===== src/rtl/alu_result_buffer.sv =====
// ALU result output stage: a 2-entry skid buffer with a registered i_in_ready,
// a sticky overflow flag and a wrapping count of delivered results.
module alu_result_buffer #(
    parameter int unsigned WIDTH = 32,
    parameter int unsigned CNT_W = 16
) (
    input  logic             i_clk,
    input  logic             i_reset,
    input  logic             i_in_valid,
    output logic             o_in_ready,
    input  logic [WIDTH-1:0] i_in_y,
    input  logic             i_in_zero,
    input  logic             i_in_overflow,
    output logic             o_out_valid,
    input  logic             i_out_ready,
    output logic [WIDTH-1:0] o_out_y,
    output logic             o_out_zero,
    output logic             o_out_overflow,
    input  logic             i_clr_sticky,
    output logic             o_sticky_ovf,
    output logic [CNT_W-1:0] o_result_count
);

    localparam int unsigned PW = WIDTH + 2;

    typedef enum logic [1:0] {StEmpty, StOne, StTwo} state_e;

    state_e            r_state;
    state_e            w_state_d;
    logic [PW-1:0]     r_main;
    logic [PW-1:0]     r_skid;
    logic [PW-1:0]     w_main_d;
    logic [PW-1:0]     w_skid_d;
    logic [PW-1:0]     w_in_payload;
    logic              r_sticky;
    logic [CNT_W-1:0]  r_count;
    logic              w_accept;
    logic              w_deliver;

    // Both handshake flags come straight from the state register, so neither
    // side sees a combinational path from the other.
    assign o_in_ready   = (r_state != StTwo);
    assign o_out_valid  = (r_state != StEmpty);
    assign w_accept     = i_in_valid & o_in_ready;
    assign w_deliver    = o_out_valid & i_out_ready;
    assign w_in_payload = {i_in_y, i_in_zero, i_in_overflow};

    // Head fields only ever come from the main register.
    assign o_out_y        = r_main[PW-1:2];
    assign o_out_zero     = r_main[1];
    assign o_out_overflow = r_main[0];
    assign o_sticky_ovf   = r_sticky;
    assign o_result_count = r_count;

    // Next-state and entry routing for the skid buffer.
    always_comb begin
        w_state_d = r_state;
        w_main_d  = r_main;
        w_skid_d  = r_skid;
        unique case (r_state)
            StEmpty: begin
                if (w_accept) begin
                    w_state_d = StOne;
                    w_main_d  = w_in_payload;
                end
            end
            StOne: begin
                if (w_accept && w_deliver) begin
                    w_main_d = w_in_payload;
                end else if (w_accept) begin
                    w_state_d = StTwo;
                    w_skid_d  = w_in_payload;
                end else if (w_deliver) begin
                    w_state_d = StEmpty;
                end
            end
            StTwo: begin
                // i_in_ready is low here, so only the head can move.
                if (w_deliver) begin
                    w_state_d = StOne;
                    w_main_d  = r_skid;
                end
            end
            default: w_state_d = StEmpty;
        endcase
    end

    // State, payload registers, sticky flag and delivery counter.
    always_ff @(posedge i_clk) begin
        if (i_reset) begin
            r_state  <= StEmpty;
            r_main   <= '0;
            r_skid   <= '0;
            r_sticky <= 1'b0;
            r_count  <= '0;
        end else begin
            r_state  <= w_state_d;
            r_main   <= w_main_d;
            r_skid   <= w_skid_d;
            // Set wins over a same-cycle clear.
            r_sticky <= (r_sticky & ~i_clr_sticky) | (w_accept & i_in_overflow);
            r_count  <= r_count + CNT_W'(w_deliver);
        end
    end

endmodule


===== config.mk =====
export PLATFORM = sky130hd
export DESIGN_NAME = alu_result_buffer
export DESIGN_NICKNAME = d
export VERILOG_FILES = /design/src/rtl/alu_result_buffer.sv
export SDC_FILE = /design/constraint.sdc
export NUM_CORES = 1
export LEC_CHECK = 0
export BUFFER_PORTS_ARGS = -buffer_cell sky130_fd_sc_hd__buf_4
export CORE_MARGIN = 3
export CORE_UTILIZATION = 30
export DETAILED_ROUTE_END_ITERATION = 8
export PLACE_DENSITY = 0.49
export SKIP_LAST_GASP = 1
export SLEW_MARGIN = 20
export SYNTH_ARGS = -nofsm -noshare
export SYNTH_HDL_FRONTEND = slang
export SYNTH_SLANG_ARGS = --single-unit
export TNS_END_PERCENT = 30

===== constraint.sdc =====
create_clock -name i_clk -period 2.4 [get_ports i_clk]
set_clock_uncertainty 0.05 [all_clocks]
set_input_delay 0.48 -clock i_clk [delete_from_list [all_inputs] [get_ports i_clk]]
set_output_delay 0.48 -clock i_clk [all_outputs]
set_load 0.02 [all_outputs]

==> metrics.md <==
| Metric | Value |
|---|---|
| Setup TNS Final | 0 ns |
| Clock slew seen by the registers of the worst setup and hold paths | approximately 0.06 ns |
| Met2 usage | 20.61% |
| Clock sink count | 87 |
| # diodes | 0 |
| Synth unique cells | 37 |
| WL final | 8.619 mm |
| # resized after CTS | 0 |
| Skew-Pair Late Insertion Delay | about 0.34 ns |
| Total congestion overflow | 0 |
| Setup WS pre-CTS | 0.4175 ns |
| Top Usage Layer GRT | met2 |
| Worst-margin pin slew | 0.5153 ns |
| Top cells by area, synth | dfxtp_1, mux2i_1, nand2_1, a211oi_1, a21oi_1 |
| Fin worst setup slack | 0.2833 ns |
| Synth Instances | 403 |
| Final period utilization | between 80% and 90% |
| Final GP Congestion | 0.7099 |
| Placed cell area | between 4000 and 5000 um2 |
| Num CTS Buffers | 9 |
| Final setup fails | 0 |
| Max cap viols | 0 |
| DRT Pass-1 Iters | 4 |
| Yosys reg bits | 87 |
| Avg WL per Cell | roughly 14 um |
| Synthesis Warnings | 0 |
| Shortest period the worst path allows | 2.117 ns |
| Post-detail-place hpwl | 5.699 mm |
| Most common cell after layout, fill and taps aside | buf_4 |
| Die area | 13160 um2 |
| Clk network pwr share | about two fifths |
| Layout cells sized above 1 | 24.44% |
| Routed vias | between 2000 and 3000 |
| Req. time, crit path | 1.87 ns |
| Sequential Area | between 1500 and 2000 um2 |
| Sw Pwr | roughly 0.85 mW |
| Leakage power | just over 2 nW |
| Pins Over Slew Limit | 0 |
| Initial core utilization | 30.91% |
| Sequential area share after synthesis | between 40 and 50% |
| Final Hold Fails | 0 |
| Arr. time, crit path | about 1.6 ns |
| First-pass GRT wire length | 13.81 mm |
| H-tree Lvls | 3 |
| Core box area | around 11000 um2 |
| Max-slew headroom | between 60% and 70% |
| Area Overhead vs Synth | 31.59% |
| Crit-path max FO | 15 |
| P_int | 2.480 mW |
| Power Dens Cells | approximately 700 nW/um2 |
| Die H | approximately 110 um |
| RSZ-0062 raised after global routing | no |
| Synthesized area per cell | 8.796 um2 |
| Syn Nets | roughly 440 |
| Register share of total power | 47.1% |
| Area of the multi-input gates | ~1700 um2 |
| CTS Hold Bufs | 0 |
| Vias in the first global route | 2742 |
| Max frequency | 0.4724 GHz |
| Largest net degree at the start of global routing | just under 50 |
| Antenna violations before repair | 0 |
| Nets | ~530 |
| CTS root buffer | clkbuf_16 |
| Path type of the worst setup path | flop to primary output |
| Combinational Power Share | between 10 and 15% |
| Largest buffer count on any clock path | 2 |
| Routing usage on met3 | between 4 and 5% |
| Final Core Density | between 40% and 50% |
| Die X | around 110 um |
| DR DRC count | 0 |
| CTS tree | yes |
| CP Capture Type | primary output |
| I/O Pins | slightly above 90 |
| Avg Vias per Cell | around 4.7 |
| Std cell rows | 39 |
| IO Port Bufs | 91 |
| Outcome | completed |
| CP Launch Type | flop |
| Design area | 4664 um2 |
| FILL cells | 1202 |
| Yosys top cell area share | between 40% and 50% |
| Final Hold Slack | 0.3385 ns |
| GRT Overall Usage | between 10% and 20% |
| Maximum VDD drop | slightly above 400 uV |
| Synthesized area | about 3500 um2 |
| Commonest non-fill, non-tap cells in the layout | buf_4, dfxtp_1, nand2_1 |
| DRT antenna net count | 0 |
| Iteration-0 DRC Markers | 104 |
| Switching part of the total | 25.50% |
| Post-synth top area cell | dfxtp_1 |
| Met1 Use GR | between 10% and 20% |
| HP Class | input port to flop |
| Setup Buffers After CTS | 0 |
==> critical path, stage by stage, from the launching register on <==
cell	delay [ns]
dfxtp_1	0.49
nand2b_2	0.52
buf_4	0.24
==> cell type report <==
cell class,count,share of cell area (%)
multi-input cells,281,35.84
flip-flops and latches,87,37.34
repair buffers,100,16.90
clock inverters,1,0.1073
well taps,143,3.836
inverters,5,0.4024
clock buffers,13,5.579
==> Yosys cell counts <==
library cell  count
dfxtp_1          87
nand2_1          76
nor2_1           48
a21oi_1          40
mux2i_1          35
a211oi_1         34
clkbuf_1         16
buf_2            11
xnor2_1           7
inv_1             5
nor4_1            4
o31ai_1           3
or4_1             3
and2_1            2
buf_4             2
ha_1              2
nand3_1           2
nand4_1           2
nor2b_1           2
o21ai_0           2
or2_2             2
or3_1             2
xor2_1            2
a32oi_1           1
and2b_1           1
and3b_1           1
and4_1            1
buf_1             1
nand2b_1          1
nand3b_1          1
nand4_4           1
nor3_1            1
nor3b_1           1
o211ai_2          1
o22a_1            1
o2bb2ai_1         1
or3_4             1
==> final timing paths <==
path,cells past startpoint,end,slack [ns],start
worst max register to register,7,o_result_count[13]$_SDFF_PP0_,0.40,r_state[0]$_SDFFE_PP0P_
worst min register to register,2,r_skid[27]$_SDFFE_PP0P_,0.40,r_skid[27]$_SDFFE_PP0P_
worst min-delay path,3,r_skid[20]$_SDFFE_PP0P_,0.34,i_in_y[18]
worst max-delay path,2,o_in_ready,0.28,r_state[0]$_SDFFE_PP0P_
==> sequential cells by signal, summed over array words and instances, names as in the netlist <==
name and cells:
r_state 2, o_sticky_ovf 1, r_skid 34, r_main 34, o_result_count 16
==> routing by layer <==
| metal | vias up | part of all wire (%) |
|---|---|---|
| met5 | - | 0 |
| met4 | 0 | 2.4 |
| met3 | 13 | 6.4 |
| met2 | 62 | 44 |
| met1 | 1333 | 47 |
| li1 | 1551 | - |
==> metrics by stage <==
stage / std cells / power (mW)
after floorplan: 403 / 1.862
after global placement: 616 / 2.074
after detailed placement: 616 / 2.079
after CTS: 630 / 3.391
after global routing: 630 / 3.496
final: 630 / 3.329
==> kinds of logic (layout without fill, tap and decap cells) <==
group	count (synthesis)	in the layout	share of synthesized area [%]
buffers and inverters	35	119	4.306
multiplexers	35	35	9.884
AO/OA/AOI/OAI	83	83	14.86
AND/OR/NAND/NOR	152	152	18.88
XOR/XNOR	9	9	2.224
flip-flops	87	87	49.14
adder cells (fa/ha/maj)	2	2	0.7059
==> power by group through the flow <==
stage / combinational, mW / clock [mW] / sequential (mW)
final: 0.471 / 1.29 / 1.57
after global routing: 0.516 / 1.40 / 1.58
after CTS: 0.480 / 1.34 / 1.57
after detailed placement: 0.480 / 0 / 1.60
after global placement: 0.476 / 0 / 1.60
after floorplan: 0.196 / 0 / 1.67
No activity file was read; power rests on OpenSTA's default activity.
